**config.mk**
```make
export PLATFORM = sky130hd
export DESIGN_NAME = resize_mul_pipe_rs_flat
export DESIGN_NICKNAME = d
export VERILOG_FILES = /design/src/rtl/resize_mul_pkg.sv /design/src/rtl/resize_mul_pipe_rs_if.sv /design/src/rtl/resize_mul_round_sat.sv /design/src/rtl/resize_mul_pipe_rs.sv /design/src/flat_wrapper.sv
export SDC_FILE = /design/constraint.sdc
export NUM_CORES = 1
export LEC_CHECK = 0
export ABC_AREA = 0
export BUFFER_PORTS_ARGS = -buffer_cell sky130_fd_sc_hd__buf_2
export CORE_UTILIZATION = 32
export DETAILED_ROUTE_END_ITERATION = 8
export GPL_TIMING_DRIVEN = 0
export PLACE_DENSITY = 0.58
export SKIP_LAST_GASP = 1
export SLEW_MARGIN = 25
export SYNTH_ARGS = -nofsm -noshare
export SYNTH_HDL_FRONTEND = slang
export SYNTH_HIERARCHICAL = 1
export SYNTH_SLANG_ARGS = --single-unit
```
**constraint.sdc**
```tcl
create_clock -name clk -period 6.35 [get_ports clk]
set_input_delay 0.9525 -clock clk [delete_from_list [all_inputs] [get_ports clk]]
set_output_delay 0.9525 -clock clk [all_outputs]
set_load 0.01 [all_outputs]
```
**src/rtl/resize_mul_pkg.sv**
```systemverilog
// rtl/resize_mul_pkg.sv - shared limits and parameter checks for the resize multiplier
package resize_mul_pkg;

   localparam int MAX_STAGE = 8;
   localparam int MAX_OPW   = 32;
   localparam int MAX_OUTW  = 64;

   // Largest representable result, zero-extended to 64 bits.
   function automatic logic [63:0] sat_max(input int width, input bit is_signed);
      logic [63:0] r;
      r = '0;
      for (int i = 0; i < 64; i++) begin
         if (i < width - (is_signed ? 1 : 0)) r[i] = 1'b1;
      end
      return r;
   endfunction

   // Smallest representable result, sign-extended to 64 bits.
   function automatic logic [63:0] sat_min(input int width, input bit is_signed);
      logic [63:0] r;
      r = '0;
      if (is_signed) begin
         for (int i = 0; i < 64; i++) begin
            if (i >= width - 1) r[i] = 1'b1;
         end
      end
      return r;
   endfunction

   function automatic bit params_ok(input int id, input int ns, input int w0, input int w1,
                                    input int wo, input int sh);
      return (id >= 0) &&
             (ns >= 1) && (ns <= MAX_STAGE) &&
             (w0 >= 2) && (w0 <= MAX_OPW) &&
             (w1 >= 2) && (w1 <= MAX_OPW) &&
             (wo >= 2) && (wo <= MAX_OUTW) &&
             (sh >= 0) && (sh < w0 + w1);
   endfunction

endpackage

```
**src/rtl/resize_mul_pipe_rs_if.sv**
```systemverilog
// rtl/resize_mul_pipe_rs_if.sv - sample-in / result-out bundle of the resize multiplier
interface resize_mul_pipe_rs_if #(
   parameter int din0_WIDTH = 16,
   parameter int din1_WIDTH = 17,
   parameter int dout_WIDTH = 32
);
   logic                  din_vld;
   logic [din0_WIDTH-1:0] din0;
   logic [din1_WIDTH-1:0] din1;
   logic                  dout_vld;
   logic [dout_WIDTH-1:0] dout;
   logic                  dout_ovf;

   modport master (
      output din_vld, din0, din1,
      input  dout_vld, dout, dout_ovf
   );

   modport slave (
      input  din_vld, din0, din1,
      output dout_vld, dout, dout_ovf
   );
endinterface

```
**src/rtl/resize_mul_round_sat.sv**
```systemverilog
// rtl/resize_mul_round_sat.sv - round-half-up, shift and saturate/wrap of a P-bit product
module resize_mul_round_sat
   import resize_mul_pkg::*;
#(
   parameter int P          = 33,
   parameter int dout_WIDTH = 32,
   parameter int SHIFT      = 0,
   parameter int ROUND      = 0,
   parameter int SAT        = 1,
   parameter bit RES_SIGNED = 1'b0
) (
   input  logic [P-1:0]          prod_i,
   output logic [dout_WIDTH-1:0] dout_o,
   output logic                  ovf_o
);
   // Range checks are done in a width that holds any P+1 bit value and any 64-bit limit.
   localparam int W   = 66;
   localparam int K   = W - dout_WIDTH;
   localparam int RSH = (SHIFT > 0) ? SHIFT - 1 : 0;
   localparam logic [P:0] ONE = 1;
   localparam logic [P:0] RND = ((ROUND != 0) && (SHIFT > 0)) ? (ONE << RSH) : '0;

   localparam logic [63:0] MAX64 = sat_max(dout_WIDTH, RES_SIGNED);
   localparam logic [63:0] MIN64 = sat_min(dout_WIDTH, RES_SIGNED);
   localparam logic signed [W-1:0] MAXV = {2'b00, MAX64};
   localparam logic signed [W-1:0] MINV = {{2{MIN64[63]}}, MIN64};

   logic signed [P:0]   t_s;
   logic signed [P:0]   r_s;
   logic signed [W-1:0] r_w;
   logic signed [W-1:0] wrap_w;

   always_comb begin
      t_s    = $signed({RES_SIGNED & prod_i[P-1], prod_i}) + $signed(RND);
      r_s    = t_s >>> SHIFT;
      r_w    = {{(W-P-1){r_s[P]}}, r_s};
      wrap_w = RES_SIGNED ? ((r_w <<< K) >>> K) : ((r_w << K) >> K);
      dout_o = r_w[dout_WIDTH-1:0];
      ovf_o  = 1'b0;
      if (SAT != 0) begin
         if (r_w > MAXV) begin
            dout_o = MAXV[dout_WIDTH-1:0];
            ovf_o  = 1'b1;
         end else if (r_w < MINV) begin
            dout_o = MINV[dout_WIDTH-1:0];
            ovf_o  = 1'b1;
         end
      end else begin
         ovf_o = (wrap_w != r_w);
      end
   end

endmodule

```
**src/rtl/resize_mul_pipe_rs.sv**
```systemverilog
// rtl/resize_mul_pipe_rs.sv - pipelined signed/unsigned multiplier with round, shift and saturate
module resize_mul_pipe_rs
   import resize_mul_pkg::*;
#(
   parameter int ID          = 1,
   parameter int NUM_STAGE   = 3,
   parameter int din0_WIDTH  = 16,
   parameter int din1_WIDTH  = 17,
   parameter int dout_WIDTH  = 32,
   parameter int din0_SIGNED = 0,
   parameter int din1_SIGNED = 0,
   parameter int SHIFT       = 0,
   parameter int ROUND       = 0,
   parameter int SAT         = 1
) (
   input  logic                clk,
   input  logic                reset,
   input  logic                ce,
   resize_mul_pipe_rs_if.slave bus
);
   localparam int P          = din0_WIDTH + din1_WIDTH;
   localparam bit A_SX       = (din0_SIGNED != 0);
   localparam bit B_SX       = (din1_SIGNED != 0);
   localparam bit RES_SIGNED = A_SX | B_SX;

   if (!params_ok(ID, NUM_STAGE, din0_WIDTH, din1_WIDTH, dout_WIDTH, SHIFT)) begin : g_bad_param
      $error("resize_mul_pipe_rs: parameter out of range");
   end

   logic [din0_WIDTH-1:0] a_s;
   logic [din1_WIDTH-1:0] b_s;
   logic                  vld_s;
   logic [P-1:0]          a_ext;
   logic [P-1:0]          b_ext;
   logic [P-1:0]          prod_c;
   logic [P-1:0]          prod_f;
   logic                  vld_f;

   // With a single stage the output register is the only register in the path.
   if (NUM_STAGE == 1) begin : g_in_comb
      assign a_s   = bus.din0;
      assign b_s   = bus.din1;
      assign vld_s = bus.din_vld;
   end else begin : g_in_reg
      logic [din0_WIDTH-1:0] a_q;
      logic [din1_WIDTH-1:0] b_q;
      logic                  v_q;

      always_ff @(posedge clk or posedge reset) begin
         if (reset) begin
            a_q <= '0;
            b_q <= '0;
            v_q <= 1'b0;
         end else if (ce) begin
            a_q <= bus.din0;
            b_q <= bus.din1;
            v_q <= bus.din_vld;
         end
      end

      assign a_s   = a_q;
      assign b_s   = b_q;
      assign vld_s = v_q;
   end

   assign a_ext  = {{din1_WIDTH{A_SX & a_s[din0_WIDTH-1]}}, a_s};
   assign b_ext  = {{din0_WIDTH{B_SX & b_s[din1_WIDTH-1]}}, b_s};
   assign prod_c = a_ext * b_ext;

   if (NUM_STAGE <= 2) begin : g_no_chain
      assign prod_f = prod_c;
      assign vld_f  = vld_s;
   end else begin : g_chain
      logic [P-1:0]           pipe_q [NUM_STAGE-2];
      logic [NUM_STAGE-3:0]   pv_q;

      always_ff @(posedge clk or posedge reset) begin
         if (reset) begin
            for (int i = 0; i < NUM_STAGE - 2; i++) pipe_q[i] <= '0;
            pv_q <= '0;
         end else if (ce) begin
            pipe_q[0] <= prod_c;
            pv_q[0]   <= vld_s;
            for (int i = 1; i < NUM_STAGE - 2; i++) begin
               pipe_q[i] <= pipe_q[i-1];
               pv_q[i]   <= pv_q[i-1];
            end
         end
      end

      assign prod_f = pipe_q[NUM_STAGE-3];
      assign vld_f  = pv_q[NUM_STAGE-3];
   end

   logic [dout_WIDTH-1:0] rs_dout;
   logic                  rs_ovf;

   resize_mul_round_sat #(
      .P          (P),
      .dout_WIDTH (dout_WIDTH),
      .SHIFT      (SHIFT),
      .ROUND      (ROUND),
      .SAT        (SAT),
      .RES_SIGNED (RES_SIGNED)
   ) u_round_sat (
      .prod_i (prod_f),
      .dout_o (rs_dout),
      .ovf_o  (rs_ovf)
   );

   logic [dout_WIDTH-1:0] dout_d, dout_q;
   logic                  ovf_d, ovf_q;
   logic                  vld_d, vld_q;

   // Data loads freely; only the overflow flag is qualified so it never shows on an empty slot.
   always_comb begin
      dout_d = rs_dout;
      ovf_d  = rs_ovf & vld_f;
      vld_d  = vld_f;
   end

   always_ff @(posedge clk or posedge reset) begin
      if (reset) begin
         dout_q <= '0;
         ovf_q  <= 1'b0;
         vld_q  <= 1'b0;
      end else if (ce) begin
         dout_q <= dout_d;
         ovf_q  <= ovf_d;
         vld_q  <= vld_d;
      end
   end

   assign bus.dout     = dout_q;
   assign bus.dout_ovf = ovf_q;
   assign bus.dout_vld = vld_q;

endmodule

```
**src/flat_wrapper.sv**
```systemverilog
// flat-port wrapper written by rule: the top's interface ports become plain ports
module resize_mul_pipe_rs_flat import resize_mul_pkg::*;
#(
   parameter int ID          = 1,
   parameter int NUM_STAGE   = 3,
   parameter int din0_WIDTH  = 16,
   parameter int din1_WIDTH  = 17,
   parameter int dout_WIDTH  = 32,
   parameter int din0_SIGNED = 0,
   parameter int din1_SIGNED = 0,
   parameter int SHIFT       = 0,
   parameter int ROUND       = 0,
   parameter int SAT         = 1
)
  (clk, reset, ce, bus_din_vld, bus_din0, bus_din1, bus_dout_vld, bus_dout, bus_dout_ovf);
  resize_mul_pipe_rs_if #(.din0_WIDTH(din0_WIDTH), .din1_WIDTH(din1_WIDTH), .dout_WIDTH(dout_WIDTH)) bus_i ();
  input  logic clk;
  input  logic reset;
  input  logic ce;
  input wire logic [$bits(bus_i.din_vld)-1:0] bus_din_vld;
  input wire logic [$bits(bus_i.din0)-1:0] bus_din0;
  input wire logic [$bits(bus_i.din1)-1:0] bus_din1;
  output wire logic [$bits(bus_i.dout_vld)-1:0] bus_dout_vld;
  output wire logic [$bits(bus_i.dout)-1:0] bus_dout;
  output wire logic [$bits(bus_i.dout_ovf)-1:0] bus_dout_ovf;
  assign bus_i.din_vld = bus_din_vld;
  assign bus_i.din0 = bus_din0;
  assign bus_i.din1 = bus_din1;
  assign bus_dout_vld = bus_i.dout_vld;
  assign bus_dout = bus_i.dout;
  assign bus_dout_ovf = bus_i.dout_ovf;
  resize_mul_pipe_rs #(.ID(ID), .NUM_STAGE(NUM_STAGE), .din0_WIDTH(din0_WIDTH), .din1_WIDTH(din1_WIDTH), .dout_WIDTH(dout_WIDTH), .din0_SIGNED(din0_SIGNED), .din1_SIGNED(din1_SIGNED), .SHIFT(SHIFT), .ROUND(ROUND), .SAT(SAT)) u_core (.clk(clk), .reset(reset), .ce(ce), .bus(bus_i));
endmodule
```
==> metrics.cfg <==
[drt]
via_per_inst=4.89
vias=9620
routedWlPerCell_um=18.6
ant_nets=0
drc=0
drtIter0Drc=541
wirelength_um=36600
drtPass1Iterations=5

[worst_setup_path]
startpoint_type=flop
cp_max_fo=10
r2r-start=u_core/b_s[1]
reg2reg_to=u_core/g_chain.pipe_q[32]
r2r_cells=17
reg2reg_slack_ns=0.17
arrival_ns=6.45
cp.required_ns=6.62
path_class=reg2reg
endpoint_kind=flop

[synthesis]
synth_seq_cells=102
synth-main-ff-cell=dfrtp_1
yosys_warnings=6
async_flop_share=1.00
yosysUniqueCellTypes=60
synth-edff-count=0
seq_area_frac_synth=0.193
syn_avg_cell_area_sq_um=9.97
synth_nets=1673
synth_cells=1323
syn_area_sq_um=13200

[clock_network]
clk_latency_ns=0.37
path_clk_slew_ns=0.09
clock-sinks=102
clock_path_buffers=2
cts-root-buf=clkbuf_16
numCtsBuffers=9
ctsHtreeMaxLevel=3
cts_tree=yes

[floorplanning]
die_w_um=205
start_util=0.324
core-area_sq_um=40700
die_area_sq_um=42000
io_pins=71
rows=74
fp.dieH_um=205

[timing]
worst_pin_slew_ns=0.967
fin_crit_ns=6.18
fin_skew_ns=0.0179
drv_slew=0
fmax_ghz=0.162
relSlewSlack=0.355
whs_ns=0.488
hold_viol=0
fin_crit_sh=0.973
setup_viol=0
setup_tns_ns=0

[hold_path]
hold_path_end=u_core/g_chain.pipe_q[6]
whs_path_depth=1
hold_start=u_core/g_chain.pipe_q[6]
worstHoldPathType=reg2reg

[cells_and_area]
final_cell_mix=inv_1 (233), fa_1 (208), nand2_1 (161), and2_1 (130), ha_1 (101)
drive_gt1_frac=0.210
final_net_count=1780
area_growth_pct=13.5
n_antenna_cell=0
final_common_cell=inv_1

[global_route]
grt.total_usage=0.187
antenna_found_initial=0
grt_pass1_vias=10300
grt_overflow=0
grt_max_degree=57
grt_first_pass_wirelength_um=59100

[outcome]
status=complete, no violations

[placed_design]
port_buffers=70
routabilityCongestion=0.935
dp_hpwl_um=28600

[flow_run]
drv_cap=0

[through the flow]
step	cells	utilization	setup WS, ns	area, sq um
final	1967	0.368	0.170	15000
after global routing	1967	0.368	-0.00516	15000
after CTS	1945	0.361	-0.00217	14700
after detailed placement	1926	0.350	-0.659	14200
after global placement	1925	0.349	-0.706	14200
after floorplan	1323	-	0.292	13200
[worst max-delay path by stage]
| stage | start | end | cells after the start |
|---|---|---|---|
| 2_1_floorplan | u_core/a_s[7] | u_core/g_chain.pipe_q[32] | 21 |
| 3_3_place_gp | u_core/a_s[7] | u_core/g_chain.pipe_q[32] | 21 |
| 3_5_place_dp | u_core/a_s[7] | u_core/g_chain.pipe_q[32] | 21 |
| 4_1_cts | u_core/a_s[9] | u_core/g_chain.pipe_q[32] | 20 |
| 5_1_grt | u_core/b_s[7] | u_core/g_chain.pipe_q[29] | 18 |
| 6_report | u_core/b_s[1] | u_core/g_chain.pipe_q[32] | 17 |
[critical path, stage by stage (launching register included)]
cell and delay (ns):
dfrtp_1 0.55, buf_2 0.33, nand2_1 0.11, fa_1 0.55
fa_1 0.45, fa_1 0.49, fa_1 0.55, fa_1 0.44
fa_1 0.53, inv_1 0.06, ha_1 0.26, buf_4 0.18
o2111a_1 0.29, a221oi_2 0.29, o21ai_2 0.13, a31o_4 0.28
a211o_1 0.26, a221o_1 0.31
[cell families (layout without fill, tap and decap cells)]
group / Yosys count / after routing / synth area share
fa+ha+maj: 313 / 313 / 0.415
xor+xnor: 21 / 21 / 0.0139
flops: 102 / 102 / 0.193
compound gates: 112 / 112 / 0.0622
simple gates: 385 / 385 / 0.149
buf+inv: 302 / 414 / 0.0911
mux: 88 / 88 / 0.0751
[cell type report]
type | instances | area (sq um)
plain buffers | 59 | 412
clock buffers | 9 | 225
clock inverters | 7 | 86.3
fillers | 4151 | 25800
inverters | 235 | 887
multi-input cells | 919 | 9490
flip-flops and latches | 102 | 2590
well taps | 532 | 666
repair buffers | 104 | 626
[what timing repair did]
action                                  in CTS  in global routing
buffers inserted                             6                 27
resized for setup                           72                 50
hold buffers                                 0                  0
endpoints found under the setup margin      18                 14
pin swaps                                    0                  6
[Yosys cell counts (3+ instances only)]
cell type | n | area (sq um)
buf_4 | 4 | 30.0
nand4_1 | 6 | 37.5
ha_1 | 105 | 1310
or2_1 | 33 | 206
a31oi_1 | 3 | 18.8
o21bai_1 | 4 | 30.0
inv_1 | 234 | 878
o2bb2ai_1 | 3 | 26.3
nor2_1 | 12 | 45.0
o21ai_1 | 6 | 30.0
or4_1 | 4 | 30.0
a31o_1 | 3 | 26.3
a211o_1 | 3 | 26.3
nand2_1 | 161 | 604
and2_1 | 130 | 813
o21ai_0 | 10 | 50.1
xor2_1 | 9 | 78.8
nor3_1 | 7 | 35.0
and3_1 | 3 | 18.8
clkbuf_1 | 54 | 203
xnor2_1 | 12 | 105
buf_6 | 7 | 78.8
a211oi_1 | 4 | 30.0
dfrtp_1 | 102 | 2550
nand3_1 | 16 | 80.1
a21o_1 | 22 | 165
a31o_2 | 4 | 35.0
a21oi_1 | 25 | 125
mux2_2 | 88 | 991
fa_1 | 208 | 4160
[per-layer routing]
| metal | vias to the layer above | share of wire | GRT usage |
|---|---|---|---|
| li1 | 4335 | - | - |
| met5 | - | 0 | 0 |
| met4 | 0 | 0.032 | 0.0590 |
| met2 | 287 | 0.47 | 0.308 |
| met3 | 53 | 0.059 | 0.0325 |
| met1 | 4945 | 0.44 | 0.248 |
[state kept, by name (all words and copies together), names as in the netlist]
| signal | cells |
|---|---|
| u_core/g_chain.pipe_q | 33 |
| u_core/bus.dout | 32 |
| u_core/b_s | 17 |
| u_core/a_s | 16 |
| u_core/bus.dout_ovf | 1 |
| u_core/bus.dout_vld | 1 |
| u_core/g_chain.pv_q | 1 |
| u_core/g_in_reg.v_q | 1 |
Power is not shown: default switching activity piles up to over one toggle a cycle in this logic, so the estimate is an artifact.
